### src/rtl/spi_byte_arbiter_pkg.sv
`default_nettype none
// ============================================================================
// Module   : spi_byte_arbiter_pkg
// Brief    : Shared state encodings, defaults and types for spi_byte_arbiter
// Revision : 1.0 - initial release
// ============================================================================
package spi_byte_arbiter_pkg;

  localparam int TMO_W_DEF      = 10;
  localparam int TMO_CYCLES_DEF = 1000;

  localparam logic CLIENT0 = 1'b0;
  localparam logic CLIENT1 = 1'b1;

  // One-hot sequencer states
  localparam logic [8:0] ST_IDLE     = 9'b0_0000_0001;
  localparam logic [8:0] ST_WR_ISSUE = 9'b0_0000_0010;
  localparam logic [8:0] ST_WR_START = 9'b0_0000_0100;
  localparam logic [8:0] ST_WR_BUSY  = 9'b0_0000_1000;
  localparam logic [8:0] ST_RD_REQ   = 9'b0_0001_0000;
  localparam logic [8:0] ST_RD_WAIT  = 9'b0_0010_0000;
  localparam logic [8:0] ST_RD_REL   = 9'b0_0100_0000;
  localparam logic [8:0] ST_DONE     = 9'b0_1000_0000;
  localparam logic [8:0] ST_ABORT    = 9'b1_0000_0000;

  // States in which the watchdog is counting toward an abort
  localparam logic [8:0] ST_ACTIVE_MASK = ST_WR_ISSUE | ST_WR_START | ST_WR_BUSY |
                                          ST_RD_REQ | ST_RD_WAIT | ST_RD_REL;

  // Transaction captured at grant time
  typedef struct packed {
    logic       owner;
    logic       rnw;
    logic [7:0] wdata;
  } txn_t;

endpackage
`default_nettype wire

### src/rtl/spi_byte_arbiter_if.sv
`default_nettype none
// ============================================================================
// Module   : spi_byte_arbiter_if
// Brief    : Client and byte-engine signal bundle for spi_byte_arbiter
// Revision : 1.0 - initial release
// ============================================================================
interface spi_byte_arbiter_if;

  // Client side
  logic       REQ0;
  logic       REQ1;
  logic       RNW0;
  logic       RNW1;
  logic [7:0] WDATA0;
  logic [7:0] WDATA1;
  logic       ACK0;
  logic       ACK1;
  logic       ERR0;
  logic       ERR1;
  logic [7:0] RDATA;
  logic       OWNER;

  // Byte engine side
  logic [7:0] IF_DIN;
  logic       IF_WE_IN;
  logic       IF_RDY_OUT;
  logic [7:0] IF_DOUT;
  logic       IF_WE_OUT_N;
  logic       IF_CS_N;

  // Arbiter view
  modport slave (
    input  REQ0, REQ1, RNW0, RNW1, WDATA0, WDATA1,
    output ACK0, ACK1, ERR0, ERR1, RDATA, OWNER,
    output IF_DIN, IF_WE_IN, IF_RDY_OUT,
    input  IF_DOUT, IF_WE_OUT_N, IF_CS_N
  );

  // Clients plus engine view
  modport master (
    output REQ0, REQ1, RNW0, RNW1, WDATA0, WDATA1,
    input  ACK0, ACK1, ERR0, ERR1, RDATA, OWNER,
    input  IF_DIN, IF_WE_IN, IF_RDY_OUT,
    output IF_DOUT, IF_WE_OUT_N, IF_CS_N
  );

endinterface
`default_nettype wire

### src/rtl/spi_byte_arbiter_rr.sv
`default_nettype none
// ============================================================================
// Module   : spi_rr_arbiter
// Brief    : Two-way round-robin grant with pointer to the preferred client
// Revision : 1.0 - initial release
// ============================================================================
module spi_rr_arbiter
  import spi_byte_arbiter_pkg::*;
(
  input  wire logic       CLK,
  input  wire logic       RST_N,
  input  wire logic [1:0] req,
  input  wire logic       grant_en,
  output logic            gnt_valid,
  output logic            gnt_idx
);

  // ptr_q names the client that wins the next tie
  logic ptr_q;
  logic ptr_d;

  // Pick a client; on a tie the pointer decides, then moves past the winner
  always_comb begin
    gnt_valid = |req;
    gnt_idx   = req[1] & (~req[0] | ptr_q);
    ptr_d     = ptr_q;
    if (grant_en && gnt_valid) begin
      ptr_d = (gnt_idx == CLIENT1) ? CLIENT0 : CLIENT1;
    end
  end

  // Pointer register
  always_ff @(posedge CLK or negedge RST_N) begin
    if (!RST_N) begin
      ptr_q <= CLIENT0;
    end else begin
      ptr_q <= ptr_d;
    end
  end

endmodule
`default_nettype wire

### src/rtl/spi_byte_arbiter.sv
`default_nettype none
// ============================================================================
// Module   : spi_byte_arbiter
// Brief    : Shares one SPI byte engine between two clients, round-robin,
//            with a per-transaction watchdog
// Revision : 1.0 - initial release
// ============================================================================
module spi_byte_arbiter
  import spi_byte_arbiter_pkg::*;
#(
  parameter int TMO_W      = TMO_W_DEF,
  parameter int TMO_CYCLES = TMO_CYCLES_DEF
) (
  input wire logic          CLK,
  input wire logic          RST_N,
  spi_byte_arbiter_if.slave bus
);

  localparam logic [TMO_W-1:0] TMO_LAST = TMO_W'(TMO_CYCLES - 1);

  logic [8:0]       state_q, state_d;
  txn_t             txn_q, txn_d;
  logic [7:0]       din_q, din_d;
  logic [7:0]       rdata_q, rdata_d;
  logic             err_q, err_d;
  logic [TMO_W-1:0] wdt_q, wdt_d;

  logic engine_idle;
  logic grant_en;
  logic gnt_valid;
  logic gnt_idx;
  logic wdt_hit;

  assign engine_idle = bus.IF_CS_N && !bus.IF_WE_OUT_N;
  assign grant_en    = (state_q == ST_IDLE) && engine_idle;
  assign wdt_hit     = (wdt_q == TMO_LAST);

  spi_rr_arbiter u_arb (
    .CLK       (CLK),
    .RST_N     (RST_N),
    .req       ({bus.REQ1, bus.REQ0}),
    .grant_en  (grant_en),
    .gnt_valid (gnt_valid),
    .gnt_idx   (gnt_idx)
  );

  // Sequencer: steps one byte through the engine handshake, aborts on watchdog
  always_comb begin
    state_d = state_q;
    txn_d   = txn_q;
    din_d   = din_q;
    rdata_d = rdata_q;
    err_d   = err_q;
    wdt_d   = wdt_q;

    case (state_q)
      ST_IDLE: begin
        if (grant_en && gnt_valid) begin
          txn_d.owner = gnt_idx;
          txn_d.rnw   = (gnt_idx == CLIENT1) ? bus.RNW1   : bus.RNW0;
          txn_d.wdata = (gnt_idx == CLIENT1) ? bus.WDATA1 : bus.WDATA0;
          wdt_d       = '0;
          err_d       = 1'b0;
          if (txn_d.rnw) begin
            state_d = ST_RD_REQ;
          end else begin
            din_d   = txn_d.wdata;
            state_d = ST_WR_ISSUE;
          end
        end
      end
      ST_WR_ISSUE: state_d = ST_WR_START;
      ST_WR_START: if (!bus.IF_CS_N) state_d = ST_WR_BUSY;
      ST_WR_BUSY:  if (bus.IF_CS_N)  state_d = ST_DONE;
      ST_RD_REQ:   if (bus.IF_WE_OUT_N) state_d = ST_RD_WAIT;
      ST_RD_WAIT: begin
        // A timeout landing here must leave the previous read byte intact
        if (!wdt_hit) rdata_d = bus.IF_DOUT;
        state_d = ST_RD_REL;
      end
      ST_RD_REL:   if (engine_idle) state_d = ST_DONE;
      ST_DONE:     state_d = ST_IDLE;
      ST_ABORT: begin
        // Second watchdog period bounds the wait for the engine to settle
        if (engine_idle || wdt_hit) begin
          state_d = ST_DONE;
        end else begin
          wdt_d = wdt_q + 1'b1;
        end
      end
      default:     state_d = ST_IDLE;
    endcase

    if ((state_q & ST_ACTIVE_MASK) != '0) begin
      if (wdt_hit) begin
        state_d = ST_ABORT;
        wdt_d   = '0;
        err_d   = 1'b1;
      end else begin
        wdt_d = wdt_q + 1'b1;
      end
    end
  end

  // State and datapath registers
  always_ff @(posedge CLK or negedge RST_N) begin
    if (!RST_N) begin
      state_q <= ST_IDLE;
      txn_q   <= '0;
      din_q   <= '0;
      rdata_q <= '0;
      err_q   <= 1'b0;
      wdt_q   <= '0;
    end else begin
      state_q <= state_d;
      txn_q   <= txn_d;
      din_q   <= din_d;
      rdata_q <= rdata_d;
      err_q   <= err_d;
      wdt_q   <= wdt_d;
    end
  end

  assign bus.ACK0       = (state_q == ST_DONE) && (txn_q.owner == CLIENT0);
  assign bus.ACK1       = (state_q == ST_DONE) && (txn_q.owner == CLIENT1);
  assign bus.ERR0       = bus.ACK0 && err_q;
  assign bus.ERR1       = bus.ACK1 && err_q;
  assign bus.RDATA      = rdata_q;
  assign bus.OWNER      = txn_q.owner;
  assign bus.IF_DIN     = din_q;
  assign bus.IF_WE_IN   = (state_q == ST_WR_ISSUE);
  assign bus.IF_RDY_OUT = (state_q == ST_RD_REQ) || (state_q == ST_RD_WAIT);

endmodule
`default_nettype wire

### src/flat_wrapper.sv
// flat-port wrapper written by rule: the top's interface ports become plain ports
module spi_byte_arbiter_flat import spi_byte_arbiter_pkg::*;
#(
  parameter int TMO_W      = TMO_W_DEF,
  parameter int TMO_CYCLES = TMO_CYCLES_DEF
)
  (CLK, RST_N, bus_REQ0, bus_REQ1, bus_RNW0, bus_RNW1, bus_WDATA0, bus_WDATA1, bus_ACK0, bus_ACK1, bus_ERR0, bus_ERR1, bus_RDATA, bus_OWNER, bus_IF_DIN, bus_IF_WE_IN, bus_IF_RDY_OUT, bus_IF_DOUT, bus_IF_WE_OUT_N, bus_IF_CS_N);
  spi_byte_arbiter_if bus_i ();
  input wire logic CLK;
  input wire logic RST_N;
  input wire logic [$bits(bus_i.REQ0)-1:0] bus_REQ0;
  input wire logic [$bits(bus_i.REQ1)-1:0] bus_REQ1;
  input wire logic [$bits(bus_i.RNW0)-1:0] bus_RNW0;
  input wire logic [$bits(bus_i.RNW1)-1:0] bus_RNW1;
  input wire logic [$bits(bus_i.WDATA0)-1:0] bus_WDATA0;
  input wire logic [$bits(bus_i.WDATA1)-1:0] bus_WDATA1;
  output wire logic [$bits(bus_i.ACK0)-1:0] bus_ACK0;
  output wire logic [$bits(bus_i.ACK1)-1:0] bus_ACK1;
  output wire logic [$bits(bus_i.ERR0)-1:0] bus_ERR0;
  output wire logic [$bits(bus_i.ERR1)-1:0] bus_ERR1;
  output wire logic [$bits(bus_i.RDATA)-1:0] bus_RDATA;
  output wire logic [$bits(bus_i.OWNER)-1:0] bus_OWNER;
  output wire logic [$bits(bus_i.IF_DIN)-1:0] bus_IF_DIN;
  output wire logic [$bits(bus_i.IF_WE_IN)-1:0] bus_IF_WE_IN;
  output wire logic [$bits(bus_i.IF_RDY_OUT)-1:0] bus_IF_RDY_OUT;
  input wire logic [$bits(bus_i.IF_DOUT)-1:0] bus_IF_DOUT;
  input wire logic [$bits(bus_i.IF_WE_OUT_N)-1:0] bus_IF_WE_OUT_N;
  input wire logic [$bits(bus_i.IF_CS_N)-1:0] bus_IF_CS_N;
  assign bus_i.REQ0 = bus_REQ0;
  assign bus_i.REQ1 = bus_REQ1;
  assign bus_i.RNW0 = bus_RNW0;
  assign bus_i.RNW1 = bus_RNW1;
  assign bus_i.WDATA0 = bus_WDATA0;
  assign bus_i.WDATA1 = bus_WDATA1;
  assign bus_ACK0 = bus_i.ACK0;
  assign bus_ACK1 = bus_i.ACK1;
  assign bus_ERR0 = bus_i.ERR0;
  assign bus_ERR1 = bus_i.ERR1;
  assign bus_RDATA = bus_i.RDATA;
  assign bus_OWNER = bus_i.OWNER;
  assign bus_IF_DIN = bus_i.IF_DIN;
  assign bus_IF_WE_IN = bus_i.IF_WE_IN;
  assign bus_IF_RDY_OUT = bus_i.IF_RDY_OUT;
  assign bus_i.IF_DOUT = bus_IF_DOUT;
  assign bus_i.IF_WE_OUT_N = bus_IF_WE_OUT_N;
  assign bus_i.IF_CS_N = bus_IF_CS_N;
  spi_byte_arbiter #(.TMO_W(TMO_W), .TMO_CYCLES(TMO_CYCLES)) u_core (.CLK(CLK), .RST_N(RST_N), .bus(bus_i));
endmodule
### config.mk
export PLATFORM = sky130hd
export DESIGN_NAME = spi_byte_arbiter_flat
export DESIGN_NICKNAME = d
export VERILOG_FILES = /design/src/rtl/spi_byte_arbiter_pkg.sv /design/src/rtl/spi_byte_arbiter_if.sv /design/src/rtl/spi_byte_arbiter_rr.sv /design/src/rtl/spi_byte_arbiter.sv /design/src/flat_wrapper.sv
export SDC_FILE = /design/constraint.sdc
export NUM_CORES = 1
export LEC_CHECK = 0
export CAP_MARGIN = 20
export CORE_ASPECT_RATIO = 0.6
export CORE_MARGIN = 2
export CORE_UTILIZATION = 45
export DETAILED_ROUTE_END_ITERATION = 7
export GPL_ROUTABILITY_DRIVEN = 0
export PLACE_DENSITY = 0.75
export SETUP_SLACK_MARGIN = 0.15
export SYNTH_ARGS = -nofsm -noshare
export SYNTH_HDL_FRONTEND = slang
export SYNTH_SLANG_ARGS = --single-unit
### constraint.sdc
create_clock -name CLK -period 3.7 [get_ports CLK]
set_input_delay 0.37 -clock CLK [delete_from_list [all_inputs] [get_ports CLK]]
set_output_delay 0.37 -clock CLK [all_outputs]
set_load 0.01 [all_outputs]
==> results of run 1 <==
==> worst min-delay path by stage <==
stage                             start                    to  slack [ps]  cells past startpoint
floorplan                         RST_N  u_core.bus.IF_DIN[0]          70                      0
global placement    u_core.bus.RDATA[7]   u_core.bus.RDATA[7]         470                      1
detailed placement  u_core.bus.RDATA[0]   u_core.bus.RDATA[0]         480                      1
CTS                               RST_N       u_core.wdt_q[4]         200                      1
global route                      RST_N   u_core.bus.RDATA[2]         240                      1
finish                            RST_N       u_core.wdt_q[6]         170                      1
==> layout by cell type, fill, tap and decap left out, types with 2 or more instances in the layout <==
| master | Yosys | final |
|---|---|---|
| nand4_1 | 3 | 3 |
| mux2_1 | 12 | 12 |
| o21ai_1 | 2 | 2 |
| and3_1 | 4 | 4 |
| nand2_1 | 8 | 8 |
| a21oi_1 | 2 | 2 |
| clkbuf_8 | 0 | 5 |
| clkdlybuf4s50_1 | 0 | 53 |
| nor3_1 | 3 | 3 |
| nand2b_1 | 3 | 3 |
| a22o_1 | 15 | 15 |
| nor2b_1 | 2 | 2 |
| nor2_1 | 22 | 22 |
| nand3_1 | 10 | 10 |
| and4_1 | 3 | 3 |
| o21ai_0 | 4 | 4 |
| and2_1 | 4 | 4 |
| xnor2_1 | 2 | 2 |
| nor3_4 | 3 | 3 |
| bufinv_16 | 0 | 2 |
| nor3b_1 | 2 | 2 |
| inv_1 | 5 | 5 |
| mux2_2 | 15 | 15 |
| a21o_1 | 2 | 2 |
| nor4_1 | 2 | 2 |
| dfrtp_1 | 37 | 37 |
==> area by class of cell <==
class	instances	area, µm²
multi-input combinational	140	1057
fill	375	1729
tap	63	78.83
timing repair buffer	55	543.0
clock inverter	3	68.82
sequential	38	952.2
inverter	5	18.77
clock buffer	5	68.82
==> critical path: stages, from the launching register on <==
cell and delay [ps]:
dfrtp_1 490, nor3_1 290, nand2_1 80, nor4bb_1 410
nor2b_1 220, and2_1 140, clkdlybuf4s50_1 540
==> report_power, final <==
| part | internal [mW] | leakage (nW) | switching [mW] | total [mW] |
|---|---|---|---|---|
| registers | 0.471 | 0.505 | 0.0354 | 0.506 |
| logic | 0.178 | 0.664 | 0.117 | 0.296 |
| clock network | 0.270 | 0.0683 | 0.160 | 0.430 |
==> layer usage <==
metal | global-route usage | vias up | part of all wire
met3 | 0.07248 | 5 | 0.10
met5 | 0 | - | 0
met1 | 0.2943 | 795 | 0.49
li1 | - | 808 | -
met4 | 0.07036 | 0 | 0.0089
met2 | 0.2658 | 83 | 0.40
==> flip-flops by register name (all words and copies together), names as in the netlist <==
signal,cells
u_core.bus.OWNER,1
u_core.bus.IF_DIN,8
u_core.u_arb.ptr_q,1
u_core.err_q,1
u_core.wdt_q,10
u_core.state_q,9
u_core.bus.RDATA,8
==> kinds of logic after synthesis <==
| kind of cell | share of synthesized area |
|---|---|
| simple gates | 0.2120 |
| flops | 0.4557 |
| compound gates | 0.1252 |
| mux | 0.1503 |
| buf+inv | 0.03832 |
| xor+xnor | 0.01258 |
| fa+ha+maj | 0.005987 |
==> through the flow <==
stage	hold WS (ps)	cells
after floorplan	74.41	192
after global placement	467.7	301
after detailed placement	476.6	301
after CTS	199.3	309
after global routing	236.9	309
final	174.9	309
==> flow_summary.json, run 1 <==
{
  "p_per_area_nw_per_um2": 442.1,
  "n_antenna_cell": 0,
  "dr_total_vias": 1691,
  "dr.pass1.iters": 4,
  "final_area_um2": 2788,
  "synth-edff-count": 0,
  "cap_violations": 0,
  "dieArea_um2": 5223,
  "antenna_found_initial": 0,
  "synth_area_um2": 2090,
  "routed_wl_mm": 4.815,
  "rr_worst_depth": 6,
  "cts_num_sinks": 38,
  "maxSlewHeadroom": 0.4221,
  "rows": 19,
  "worstPathArrival_ps": 2470,
  "rsz0062_at_grt": "false",
  "status": "finished, final reports clean",
  "cp_max_fo": 9,
  "synthDominantCellAreaShare": 0.4431,
  "synth_most_common_cell": "dfrtp_1",
  "syn_inst": 192,
  "clk_latency_ps": 300,
  "finalHoldViolations": 0,
  "die_y_um": 56.79,
  "skew_ps": 8.821,
  "dieWidth_um": 91.97,
  "p_leak_nw": 1.237,
  "cts_tree": "yes",
  "clk_pin_slew_ps": 80,
  "cts_root_buffer": "clkbuf_8",
  "p_total_mw": 1.232,
  "r2r-end": "u_core.wdt_q[9]",
  "start_kind": "register",
  "ctsHoldBuffers": 0,
  "yosysSeqAreaShare": 0.4557,
  "drtIter0Drc": 196,
  "synth-seq-cells": 38,
  "ir_worst_vdd_mv": 0.2641,
  "io_buffers": 54,
  "wl_per_cell_um": 15.58,
  "placed_cell_area_um2": 2650,
  "cts_setup_buffers": 0,
  "worstHoldPathType": "input port to async pin",
  "r2r-start": "u_core.wdt_q[0]",
  "drv_slew": 0,
  "crit_path_end": "bus_ERR0",
  "fin_util": 0.6172,
  "endpoint_kind": "primary output",
  "finalNetCount": 278,
  "synthTopCellsByArea": "dfrtp_1, mux2_2, mux2_1",
  "synth_nets": 225,
  "vias_per_cell": 5.472,
  "coreArea_um2": 4517,
  "start_util": 0.4626,
  "setup_ws_ps": 864.8,
  "overflow": 0,
  "r2r_slack_ps": 1320,
  "setup_viol": 0,
  "dominantRegCellSynth": "dfrtp_1",
  "fmaxAchievable_mhz": 352.7,
  "hpwl_mm": 3.447,
  "drive_gt1_frac": 0.1341,
  "synth.avg_cell_area_um2": 10.88,
  "syn2layout_area_growth_pct": 33.41,
  "worst_pin_slew_ps": 866.8,
  "first_global_vias": 1573,
  "io_pins": 55,
  "tns_ps": 0,
  "grt_usage": 0.1992,
  "max-clock-path-buffers": 2,
  "period_share": 0.7663,
  "synthArstFlopShare": 1.000,
  "place_ws_ps": 1192,
  "detail-route-antenna-nets": 0,
  "grt_pass1_wl_mm": 7.866,
  "drc": 0,
  "critPathRequiredTime_ps": 3330,
  "finalCriticalPeriod_ps": 2835,
  "grt_max_degree": 39,
  "crit_start": "u_core.state_q[6]",
  "path_class": "register to primary output",
  "htreeDepth": 2,
  "synth_common_cells": "dfrtp_1, nor2_1, a22o_1, mux2_2, mux2_1",
  "cts.repair.resized": 0,
  "ys_warn_count": 0,
  "yosysTopAreaCell": "dfrtp_1",
  "synth_cell_types": 44,
  "cts-buffers-inserted": 5
}
Power figures use the tool's default switching activity.
==> inputs of run 2 (changes only) <==
--- a/config.mk
+++ b/config.mk
@@ -8,10 +8,10 @@
 export CAP_MARGIN = 20
 export CORE_ASPECT_RATIO = 0.6
 export CORE_MARGIN = 2
-export CORE_UTILIZATION = 45
+export CORE_UTILIZATION = 44
 export DETAILED_ROUTE_END_ITERATION = 7
 export GPL_ROUTABILITY_DRIVEN = 0
-export PLACE_DENSITY = 0.75
+export PLACE_DENSITY = 0.76
 export SETUP_SLACK_MARGIN = 0.15
 export SYNTH_ARGS = -nofsm -noshare
 export SYNTH_HDL_FRONTEND = slang
==> constraint.sdc (replaced) <==
create_clock -name CLK -period 2.6 [get_ports CLK]
set_input_delay 0.26 -clock CLK [delete_from_list [all_inputs] [get_ports CLK]]
set_output_delay 0.26 -clock CLK [all_outputs]
set_load 0.01 [all_outputs]
==> flow_summary.json, run 2 (synthesized netlist as in run 1, its figures left out) <==
{
  "htreeDepth": 2,
  "path_class": "register to primary output",
  "rows": 19,
  "p_total_mw": 1.569,
  "dieArea_um2": 5334,
  "vias_per_cell": 5.494,
  "multi_input_area_um2": 1102,
  "mostFrequentLayoutCell": "clkdlybuf4s50_1",
  "maxSlewHeadroom": 0.4404,
  "setup_ws_ps": 187.2,
  "cap_violations": 0,
  "first_global_vias": 1596,
  "io_buffers": 54,
  "start_util": 0.4578,
  "drtIter0Drc": 100,
  "grt_max_degree": 39,
  "clk_latency_ps": 290,
  "die_y_um": 57.38,
  "coreArea_um2": 4564,
  "tns_ps": 0,
  "rsz0062_at_grt": "true",
  "layout_common_cells": "clkdlybuf4s50_1, dfrtp_1, nor2_1",
  "grt_pass1_wl_mm": 7.783,
  "overflow": 0,
  "register_area_um2": 953.4,
  "io_pins": 55,
  "fmaxAchievable_mhz": 414.5,
  "place_ws_ps": 297.5,
  "worstPathArrival_ps": 2150,
  "wl_per_cell_um": 15.39,
  "cp_max_fo": 6,
  "drive_gt1_frac": 0.1858,
  "grt_usage": 0.1913,
  "detail-route-antenna-nets": 0,
  "syn2layout_area_growth_pct": 36.17,
  "finalCriticalPeriod_ps": 2413,
  "dieWidth_um": 92.97,
  "status": "finished, final reports clean",
  "cts_num_sinks": 38,
  "r2r_slack_ps": 340,
  "worst_pin_slew_ps": 839.4,
  "drc": 0,
  "p_leak_nw": 1.299,
  "endpoint_kind": "primary output",
  "drv_slew": 0,
  "skew_ps": 6.411,
  "n_antenna_cell": 0,
  "max-clock-path-buffers": 2,
  "period_share": 0.9280,
  "critPathRequiredTime_ps": 2340,
  "start_kind": "register",
  "cp_slowest_cell": "clkdlybuf4s50_1",
  "routed_wl_mm": 4.864,
  "largest_register_ffs": 10,
  "hpwl_mm": 3.577,
  "critPathMaxStageDelay_ps": 620,
  "dr_total_vias": 1736,
  "cts_tree": "yes",
  "cts_root_buffer": "clkbuf_8",
  "r2r-start": "u_core.wdt_q[0]",
  "antenna_found_initial": 0,
  "crit_start": "u_core.state_q[7]",
  "cts-buffers-inserted": 5,
  "setup_viol": 0,
  "clk_pin_slew_ps": 80,
  "worstHoldPathType": "input port to async pin",
  "path_cells": "nor2_2 -> nand3_1 -> nor3b_1 -> clkdlybuf4s50_1",
  "ir_worst_vdd_mv": 0.3830,
  "fillCellCount": 375,
  "finalHoldViolations": 0,
  "largestRegisters": "u_core.wdt_q (10), u_core.state_q (9)",
  "fin_util": 0.6234,
  "finalNetCount": 285,
  "p_per_area_nw_per_um2": 551.4,
  "regMostFlops": "u_core.wdt_q",
  "dr.pass1.iters": 4
}
-- run 2: critical path: cells and delay by family, from the launching register on --
kind	cells	cell delay, ps
AND/OR/NAND/NOR	3	780
buffers and inverters	1	620
flip-flops	1	460
-- run 2: metal layers --
layer | vias up | routed length [µm] | global-route usage
li1 | 820 | - | -
met1 | 831 | 2302 | 0.2712
met2 | 73 | 2037 | 0.2702
met3 | 12 | 443 | 0.07001
met4 | 0 | 80 | 0.06933
met5 | - | 0 | 0
-- run 2: through the flow --
| stage | cell area (µm²) | hold WS (ps) | std cells |
|---|---|---|---|
| after floorplan | 2090 | -35.59 | 192 |
| after global placement | 2695 | 424.2 | 307 |
| after detailed placement | 2695 | 414.9 | 307 |
| after CTS | 2810 | 99.56 | 315 |
| after global routing | 2845 | 141.1 | 316 |
| final | 2845 | 61.93 | 316 |
-- run 2: path summary, 6_finish.rpt --
path                                  endpoint  cells after the start
setup / recovery                  bus_IF_WE_IN                      4
hold / removal                 u_core.wdt_q[8]                      1
setup reg to reg               u_core.wdt_q[9]                      6
hold reg to reg            u_core.bus.RDATA[2]                      1
max in group asynchronous    u_core.state_q[8]                      1
min in group CLK           u_core.bus.RDATA[2]                      1
-- run 2: cell type report --
| type | count | share of cell area |
|---|---|---|
| clock buffer | 7 | 0.03034 |
| clock inverter | 1 | 0.001759 |
| inverter | 5 | 0.006596 |
| multi-input combinational | 140 | 0.3874 |
| sequential | 38 | 0.3351 |
| tap | 63 | 0.02770 |
| timing repair buffer | 62 | 0.2111 |
-- run 2: where the power goes --
part / leakage, nW / switching, mW / internal, mW
Clock: 0.0482 / 0.205 / 0.214
Combinational: 0.747 / 0.169 / 0.261
Sequential: 0.504 / 0.0490 / 0.670
Total: 1.30 / 0.424 / 1.15
-- run 2: repair_timing --
action,4_1_cts,5_1_grt
hold buffers,0,0
pin swaps,0,2
endpoints found under the hold margin,0,0
endpoints found under the setup margin,5,4
buffers inserted,0,1
resized for setup,6,7
